**config.mk**
```make
export PLATFORM = sky130hd
export DESIGN_NAME = cofactor_shift_ctrl
export DESIGN_NICKNAME = d
export VERILOG_FILES = /design/src/rtl/cofactor_shift_ctrl.sv
export SDC_FILE = /design/constraint.sdc
export NUM_CORES = 1
export LEC_CHECK = 0
export ABC_AREA = 1
export CORE_ASPECT_RATIO = 0.8
export CORE_MARGIN = 2
export CORE_UTILIZATION = 36
export DETAILED_ROUTE_END_ITERATION = 16
export HOLD_SLACK_MARGIN = 0.12
export PLACE_DENSITY_LB_ADDON = 0.2
export SLEW_MARGIN = 20
export SYNTH_ARGS = -nofsm -noshare
export SYNTH_HDL_FRONTEND = slang
export SYNTH_SLANG_ARGS = --single-unit
```
**constraint.sdc**
```tcl
create_clock -name clk -period 1.4 [get_ports clk]
set_clock_uncertainty 0.15 [all_clocks]
set_input_delay 0.28 -clock clk [delete_from_list [all_inputs] [get_ports clk]]
set_output_delay 0.28 -clock clk [all_outputs]
set_load 0.05 [all_outputs]
```
**src/rtl/cofactor_shift_ctrl.sv**
```systemverilog
// ============================================================================
// Module   : cofactor_shift_ctrl
// Purpose  : Row-walk sequencer (load / cofactor / Toffoli) for the rotating
//            stabilizer row array. Optional Toffoli op: COFACTOR_TOFFOLI_EN.
// Revision : 1.0
// ============================================================================
`default_nettype none

module cofactor_shift_ctrl #(
   parameter int num_qubit = 3,
   parameter int CW        = (num_qubit > 1) ? $clog2(num_qubit) : 1
) (
   input  logic          clk,
   input  logic          rst,
   input  logic          start,
   input  logic [1:0]    op,
   input  logic          in_valid,
   output logic          in_ready,
   input  logic          anticommute,
   input  logic          flag_anticommute,
   output logic [2:0]    mux_shift_in,
   output logic          shift_en,
   output logic          rst_flag,
   output logic          busy,
   output logic          done,
   output logic          err,
   output logic          found,
   output logic [CW-1:0] first_row
);

   localparam logic [CW-1:0] c_last_row   = CW'(num_qubit - 1);
   localparam logic [2:0]    c_mux_remain = 3'd0;
   localparam logic [2:0]    c_mux_basis  = 3'd1;
   localparam logic [2:0]    c_mux_mult   = 3'd2;
   localparam logic [2:0]    c_mux_ext    = 3'd3;
`ifdef COFACTOR_TOFFOLI_EN
   localparam logic [2:0]    c_mux_toff   = 3'd4;
`endif

   typedef enum logic [2:0] {
      S_IDLE   = 3'd0,
      S_CLEAR  = 3'd1,
      S_SCAN   = 3'd2,
      S_UPDATE = 3'd3,
      S_LOAD   = 3'd4,
      S_DONE   = 3'd5
`ifdef COFACTOR_TOFFOLI_EN
      ,
      S_TOFF   = 3'd6
`endif
   } state_t;

   state_t        state_q, state_d;
   logic [CW-1:0] cnt_q, cnt_d;
   logic          found_q, found_d;
   logic [CW-1:0] first_row_q, first_row_d;
   logic          err_q, err_d;
   logic          done_q, done_d;
   logic          busy_q, busy_d;
   logic          rst_flag_q, rst_flag_d;
   logic          in_ready_q, in_ready_d;
   logic          last_row;

   assign last_row = (cnt_q == c_last_row);

   always_comb begin
      state_d      = state_q;
      cnt_d        = cnt_q;
      found_d      = found_q;
      first_row_d  = first_row_q;
      err_d        = 1'b0;
      mux_shift_in = c_mux_remain;
      shift_en     = 1'b0;

      case (state_q)
         S_IDLE: begin
            cnt_d = '0;
            if (start) begin
               case (op)
                  2'd0: state_d = S_LOAD;
                  2'd1: begin
                     // Previous outcome is dropped as soon as a new cofactor starts.
                     state_d     = S_CLEAR;
                     found_d     = 1'b0;
                     first_row_d = '0;
                  end
`ifdef COFACTOR_TOFFOLI_EN
                  2'd2: state_d = S_TOFF;
                  default: begin
                     state_d = S_DONE;
                     err_d   = 1'b1;
                  end
`else
                  default: begin
                     state_d = S_DONE;
                     err_d   = 1'b1;
                  end
`endif
               endcase
            end
         end

         S_CLEAR: begin
            found_d     = 1'b0;
            first_row_d = '0;
            cnt_d       = '0;
            state_d     = S_SCAN;
         end

         S_SCAN: begin
            shift_en = 1'b1;
            if (anticommute && !flag_anticommute) begin
               first_row_d = cnt_q;
               found_d     = 1'b1;
            end
            if (last_row) begin
               cnt_d   = '0;
               state_d = found_d ? S_UPDATE : S_DONE;
            end else begin
               cnt_d = cnt_q + CW'(1);
            end
         end

         S_UPDATE: begin
            shift_en = 1'b1;
            // The array is back at row 0, so the counter names the head row.
            if (cnt_q == first_row_q)
               mux_shift_in = c_mux_basis;
            else if (anticommute)
               mux_shift_in = c_mux_mult;
            else
               mux_shift_in = c_mux_remain;
            if (last_row) begin
               cnt_d   = '0;
               state_d = S_DONE;
            end else begin
               cnt_d = cnt_q + CW'(1);
            end
         end

         S_LOAD: begin
            mux_shift_in = c_mux_ext;
            shift_en     = in_valid;
            if (in_valid) begin
               if (last_row) begin
                  cnt_d   = '0;
                  state_d = S_DONE;
               end else begin
                  cnt_d = cnt_q + CW'(1);
               end
            end
         end

`ifdef COFACTOR_TOFFOLI_EN
         S_TOFF: begin
            mux_shift_in = c_mux_toff;
            shift_en     = 1'b1;
            if (last_row) begin
               cnt_d   = '0;
               state_d = S_DONE;
            end else begin
               cnt_d = cnt_q + CW'(1);
            end
         end
`endif

         S_DONE: begin
            cnt_d   = '0;
            state_d = S_IDLE;
         end

         default: begin
            cnt_d   = '0;
            state_d = S_IDLE;
         end
      endcase

      // Status outputs are decoded from the next state so they are registered.
      busy_d     = (state_d != S_IDLE);
      done_d     = (state_d == S_DONE);
      rst_flag_d = (state_d == S_CLEAR);
      in_ready_d = (state_d == S_LOAD);
   end

   always_ff @(posedge clk or negedge rst) begin
      if (!rst) begin
         state_q     <= S_IDLE;
         cnt_q       <= '0;
         found_q     <= 1'b0;
         first_row_q <= '0;
         err_q       <= 1'b0;
         done_q      <= 1'b0;
         busy_q      <= 1'b0;
         rst_flag_q  <= 1'b0;
         in_ready_q  <= 1'b0;
      end else begin
         state_q     <= state_d;
         cnt_q       <= cnt_d;
         found_q     <= found_d;
         first_row_q <= first_row_d;
         err_q       <= err_d;
         done_q      <= done_d;
         busy_q      <= busy_d;
         rst_flag_q  <= rst_flag_d;
         in_ready_q  <= in_ready_d;
      end
   end

   assign in_ready  = in_ready_q;
   assign rst_flag  = rst_flag_q;
   assign busy      = busy_q;
   assign done      = done_q;
   assign err       = err_q;
   assign found     = found_q;
   assign first_row = first_row_q;

endmodule

`default_nettype wire
```
==> results of run 1 <==
## cells by family after synthesis
| kind of cell | synth area share (%) |
|---|---|
| AND/OR/NAND/NOR | 36.8 |
| flip-flops | 46.2 |
| buffers and inverters | 6.93 |
| AO/OA/AOI/OAI | 7.10 |
| XOR/XNOR | 2.49 |
| other | 0.532 |
## cells in the mapped netlist
master	number
sky130_fd_sc_hd__a21oi_1	2
sky130_fd_sc_hd__buf_4	1
sky130_fd_sc_hd__conb_1	1
sky130_fd_sc_hd__dfrtp_1	13
sky130_fd_sc_hd__inv_1	8
sky130_fd_sc_hd__inv_2	3
sky130_fd_sc_hd__nand2_1	25
sky130_fd_sc_hd__nand2_2	1
sky130_fd_sc_hd__nand3_1	7
sky130_fd_sc_hd__nand3_2	2
sky130_fd_sc_hd__nand4_1	4
sky130_fd_sc_hd__nor2_1	16
sky130_fd_sc_hd__nor2_2	1
sky130_fd_sc_hd__o211ai_1	2
sky130_fd_sc_hd__o21ai_0	5
sky130_fd_sc_hd__or2_1	2
sky130_fd_sc_hd__xnor2_1	2
## final timing paths
path                              start  slack (ns)  cells past startpoint              end
setup / recovery           first_row[0]       -0.39                      5  mux_shift_in[1]
setup reg to reg             state_q[0]       -0.26                      9             done
hold / removal                      rst        0.14                      2     first_row[0]
max in group asynchronous           rst        0.79                      2     first_row[1]
min in group clk                  op[1]        0.45                      3              err
hold reg to reg            first_row[1]        0.47                      3     first_row[1]
## stage by stage
stage	power (mW)	setup TNS, ns	instance area (um^2)	worst slack, ns	std cells
finish	3.36	-2.69	1430	-0.385	166
global route	3.54	-3.76	1430	-0.431	166
CTS	3.18	-2.14	1350	-0.388	163
detailed placement	2.64	-2.70	1190	-0.282	153
global placement	2.60	-2.32	1190	-0.250	153
floorplan	1.68	-0.476	754	-0.247	95
## layer usage
layer,track usage (%),vias to the layer above
li1,-,399
met1,27.4,370
met2,32.8,21
met3,2.76,4
met4,9.23,0
met5,0,-
## report_power, final
group	switching (mW)	internal [mW]
combinational	1.33	1.18
sequential	0.118	0.504
clock	0.126	0.111
## sequential cells by signal, summed over array words and instances (netlist names)
register	cells
in_ready	1
state_q	3
done	1
first_row	2
busy	1
err	1
rst_flag	1
found	1
cnt_q	2
## repair_timing
item | 4_1_cts | 5_1_grt
pin swaps | 8 | 15
gates resized for setup | 25 | 21
setup buffers | 6 | 6
endpoints found under the setup margin | 14 | 17
cloned | 0 | 0
## final cells by class
class,instances,share of cell area (%)
Multi-Input combinational cell,70,33.1
Tap cell,24,2.10
Inverter,11,3.24
Timing Repair Buffer,44,36.8
Sequential cell,13,22.9
Clock buffer,4,1.84
## critical path, cell delays in order, from the launching register on
cell and delay [ns]:
sky130_fd_sc_hd__dfrtp_2 0.44, sky130_fd_sc_hd__xnor2_2 0.14, sky130_fd_sc_hd__nand2_2 0.10, sky130_fd_sc_hd__nand2_2 0.08
sky130_fd_sc_hd__o21ai_4 0.17, sky130_fd_sc_hd__buf_12 0.15
==> Flow_metrics.wiki, run 1 <==
{| class="wikitable"
! Metric !! Value
|-
| Run status || complete, but fails checks
|-
| Violated checks || negative setup slack
|-
| CTS tree || done
|-
| Routed metal-1 wirelength || 940 um
|-
| Metal2 WL || roughly 1100 um
|-
| Final critical delay including setup and external delays || 1.79 ns
|-
| I/O pin cnt || 20
|-
| Yosys top cell area share || between 40% and 50%
|-
| Area used by multi-input combinational logic || 473 um^2
|-
| Cell accounting for the most synthesized area || sky130_fd_sc_hd__dfrtp_1
|-
| Period utilisation layout || 128%
|-
| Post-synthesis register bit count || 13
|-
| Cell leakage power || 0.694 nW
|-
| Post-detailed-route via-to-cell ratio || 4.78
|-
| Inserted Clock Buffers || 3
|-
| Area enclosed by the die boundary || 2330 um^2
|-
| Number of vias after detailed routing || approximately 800
|-
| Area taken by flip-flops and latches || 328 um^2
|-
| Length of routed met3 wiring || 78 um
|-
| Fillers || approximately 130
|-
| # DRC || 0
|-
| Layout-stage area growth over the synthesis result || 103%
|-
| Final hold violation count || 0
|-
| Cell types with the largest area share after synthesis || sky130_fd_sc_hd__dfrtp_1, sky130_fd_sc_hd__nand2_1, sky130_fd_sc_hd__nor2_1
|-
| Quantity of I/O buffers inserted on ports || 18
|-
| Number of H-tree levels || 1
|-
| Syn avg cell area || about 7.4 um^2
|-
| Cell Pwr Density || approximately 2400 nW/um^2
|-
| Setup repair after global routing missed its margin || true
|-
| Top Layer Used || met4
|-
| Post-DRT Antenna Nets || 0
|-
| Number of antenna violations at the first check in global routing || 0
|-
| Nets in the synthesized netlist || 103
|-
| Util after Layout || 77.0%
|-
| Sequential element share of the synthesized area || 46.2%
|-
| Crit path required time || 0.97 ns
|-
| First drt pass iteration count || 4
|-
| Standard cell core area || 1860 um^2
|-
| Routed WL per cell || 12.8 um
|-
| Clock Pin Slew Worst Setup and Hold Paths || 0.08 ns
|-
| Wire length of the first global-routing pass || 3420 um
|-
| Critical path startpoint category || flip-flop
|-
| Final max-slew violation count || 0
|-
| Commonest cells after routing, fill and taps aside || sky130_fd_sc_hd__nand2_1, sky130_fd_sc_hd__buf_4, sky130_fd_sc_hd__dfrtp_1, sky130_fd_sc_hd__buf_12, sky130_fd_sc_hd__buf_6
|-
| Skew-Pair Late Insertion Delay || roughly 0.28 ns
|-
| Worst IR Drop VDD || roughly 1.3 mV
|-
| Number of buffers inserted by hold repair at cts || 0
|-
| Gate count of the mapped netlist || 95
|-
| Post-synthesis cell type count || 17
|-
| Routability congestion estimate from global placement || roughly 0.83
|-
| Fraction of final layout cells with drive strength greater than 1 || 52.8%
|-
| Critical path peak fanout || 2
|-
| ANT cells || 0
|-
| Overall die height || 43.6 um
|-
| Remaining global-route overflow || 0
|-
| Critical path arrival || 1.36 ns
|-
| Buffer depth of the longest clock path || 2
|-
| Maxcap violations || 0
|-
| Number of violations reported at the end of detailed-routing iteration 0 || 21
|-
| Most common cell after layout, fill and taps aside || sky130_fd_sc_hd__nand2_1
|-
| Placed wire-length estimate after detailed placement || roughly 1400 um
|-
| Critical Path End Type || output port
|-
| Min setup slack post-route || -0.385 ns
|-
| Critical Setup Path Class || flip-flop to output port
|-
| Final-report setup violation count || 16
|-
| Clk root buf || sky130_fd_sc_hd__clkbuf_4
|-
| Max Clock Freq || 0.560 GHz
|-
| Hold crit path type || input pin to async pin
|-
| Wirelength, routed || 2130 um
|-
| Initial Utilization || roughly 38%
|-
| Die Span X || 53.5 um
|-
| Via count of the first global-routing pass || 804
|-
| Final hold slack || 0.137 ns
|-
| Row count || 14
|-
| Number of nets in the finished design || around 150
|-
| Pin count of the biggest net entering global routing || 14
|-
| Post-synthesis instance area || 704 um^2
|-
| Number of warning messages in the yosys log || 0
|-
| Total number of clock tree sinks || 13
|-
| Overall global routing resource usage || 20.4%
|}
No activity file was read; power rests on OpenSTA's default activity.
==> run 2: changes to the inputs <==
Settings changed: CORE_UTILIZATION 36 to 40.
==> Flow_metrics.wiki, run 2 (synthesis gave the netlist of run 1 again) <==
{| class="wikitable"
! Metric !! Value
|-
| Setup repair after global routing missed its margin || true
|-
| CTS tree || done
|-
| Number of nets in the finished design || 156 (+3.3%)
|-
| Remaining global-route overflow || 0 (unchanged)
|-
| Post-detailed-route via-to-cell ratio || 5.22 (+9.2%)
|-
| Post-DRT Antenna Nets || 0 (unchanged)
|-
| Most common cell after layout, fill and taps aside || sky130_fd_sc_hd__buf_4
|-
| Wire length of the first global-routing pass || 4240 um (+24%)
|-
| Area enclosed by the die boundary || 2110 um^2 (-9.2%)
|-
| Critical path peak fanout || 2 (unchanged)
|-
| Fraction of final layout cells with drive strength greater than 1 || 61.2% (+8.4 points)
|-
| Overall global routing resource usage || 26.8% (+6.4 points)
|-
| Crit path top cell by count || sky130_fd_sc_hd__nand2_2
|-
| Placed wire-length estimate after detailed placement || 1500 um (+4.9%)
|-
| Number of vias after detailed routing || 883 (+11%)
|-
| Crit path required time || 0.97 ns (about the same)
|-
| Die Span X || 50.9 um (-4.7%)
|-
| Final max-slew violation count || 0 (unchanged)
|-
| Quantity of I/O buffers inserted on ports || 18 (unchanged)
|-
| Final critical delay including setup and external delays || 1.79 ns (+0.00326 ns)
|-
| Violated checks || negative setup slack
|-
| Final hold violation count || 0 (unchanged)
|-
| Layout-stage area growth over the synthesis result || 115%
|-
| Skew-Pair Late Insertion Delay || 0.27 ns (about the same)
|-
| Commonest cells after routing, fill and taps aside || sky130_fd_sc_hd__buf_4, sky130_fd_sc_hd__nand2_1, sky130_fd_sc_hd__buf_6
|-
| Critical path arrival || 1.36 ns (about the same)
|-
| Number of antenna violations at the first check in global routing || 0 (unchanged)
|-
| Min setup slack post-route || -0.389 ns (-0.00326 ns)
|-
| Biggest cell delay along the critical path || 0.43 ns (about the same)
|-
| Crit-path slowest cell || sky130_fd_sc_hd__dfrtp_2
|-
| PnR Total Power || 3.63 mW (+7.9%)
|-
| Final-report setup violation count || 16 (unchanged)
|-
| # DRC || 0 (unchanged)
|-
| Inserted Clock Buffers || 3 (unchanged)
|-
| Max Clock Freq || 0.559 GHz (-0.18%)
|-
| Clock Pin Slew Worst Setup and Hold Paths || 0.08 ns (about the same)
|-
| Cell leakage power || 0.711 nW (+2.4%)
|-
| Largest Register || state_q
|-
| Hold crit path type || input pin to async pin
|-
| Max reg flops || 3 (unchanged)
|-
| Routed WL per cell || 16.3 um (+27%)
|-
| Routability congestion estimate from global placement || 0.815 (-2.0%)
|-
| Initial Utilization || 42.9% (+4.9 points)
|-
| Util after Layout || 92.2% (+15 points)
|-
| I/O pin cnt || 20 (unchanged)
|-
| Clk root buf || sky130_fd_sc_hd__clkbuf_4
|-
| Worst IR Drop VDD || 1.47 mV (+10%)
|-
| Number of H-tree levels || 1 (unchanged)
|-
| Buffer depth of the longest clock path || 2 (unchanged)
|-
| Standard cell core area || 1640 um^2 (-12%)
|-
| Fillers || 61 (-54%)
|-
| Cell Pwr Density || 2400 nW/um^2 (+2.0%)
|-
| Row count || 13 (-1)
|-
| Number of buffers inserted by hold repair at cts || 0 (unchanged)
|-
| Overall die height || 41.5 um (-4.7%)
|-
| Critical path startpoint category || flip-flop
|-
| Via count of the first global-routing pass || 901 (+12%)
|-
| Run status || complete, but fails checks
|-
| Pin count of the biggest net entering global routing || 14 (unchanged)
|-
| Critical Setup Path Class || flip-flop to output port
|-
| First drt pass iteration count || 4 (unchanged)
|-
| Period utilisation layout || 128% (+0.23 points)
|-
| Cell-by-cell trace of the critical path || xnor2_1, nand2_2, nand2_2, o21ai_4, buf_12
|-
| Maxcap violations || 0 (unchanged)
|-
| Critical Path End Type || output port
|-
| Wirelength, routed || 2760 um (+30%)
|-
| ANT cells || 0 (unchanged)
|-
| Total number of clock tree sinks || 13 (unchanged)
|-
| Number of violations reported at the end of detailed-routing iteration 0 || 38 (+81%)
|}
[run 2: area by class of cell]
cell class	count	area (um^2)	area share, %
inverters	11	43.8	2.89
well taps	22	27.5	1.82
repair buffers	49	568	37.5
clock buffers	4	26.3	1.74
flip-flops and latches	13	329	21.7
multi-input cells	70	519	34.3
[run 2: worst max-delay path, delay by kind of cell (launching register included)]
| kind | cells | cell delay (ns) |
|---|---|---|
| buf+inv | 1 | 0.15 |
| xor+xnor | 1 | 0.15 |
| simple gates | 2 | 0.20 |
| flops | 1 | 0.43 |
| compound gates | 1 | 0.17 |
[run 2: routing by layer]
layer	track usage, %	routed length (um)	vias to the layer above
met1	32.7	1160	430
li1	-	-	407
met2	48.6	1390	37
met5	0	0	-
met4	9.19	72	0
met3	2.88	125	9
[run 2: repair_timing]
action / 4_1_cts / 5_1_grt
pin swaps: 17 / 18
cloned: 0 / 0
resized for setup: 37 / 21
setup endpoints to repair: 14 / 17
buffers inserted: 11 / 7
[run 2: final timing paths]
| check | start | end | slack (ns) | cells past startpoint |
|---|---|---|---|---|
| worst max register to register | state_q[0] | busy | -0.28 | 9 |
| worst min-delay path | rst | found | 0.16 | 2 |
| min in group clk | op[1] | err | 0.46 | 3 |
| worst min register to register | found | found | 0.52 | 3 |
| max in group asynchronous | rst | state_q[0] | 0.76 | 2 |
| worst max-delay path | first_row[1] | mux_shift_in[1] | -0.39 | 5 |
[run 2: power breakdown]
part	leakage (nW)	switching [mW]	internal, mW
Clock	0.0150	0.122	0.110
Combinational	0.528	1.49	1.28
Sequential	0.167	0.120	0.506
Total	0.711	1.73	1.90
[run 2: metrics by stage]
stage | std cells | cell area (um^2) | setup TNS, ns | worst slack [ns] | hold WS (ns)
after global placement | 150 | 1180 | -2.23 | -0.243 | 0.448
after global routing | 169 | 1510 | -4.04 | -0.428 | 0.192
after detailed placement | 150 | 1180 | -2.83 | -0.338 | 0.460
after CTS | 164 | 1410 | -2.97 | -0.353 | 0.162
final | 169 | 1510 | -3.26 | -0.389 | 0.161
after floorplan | 95 | 754 | -0.476 | -0.247 | -0.166
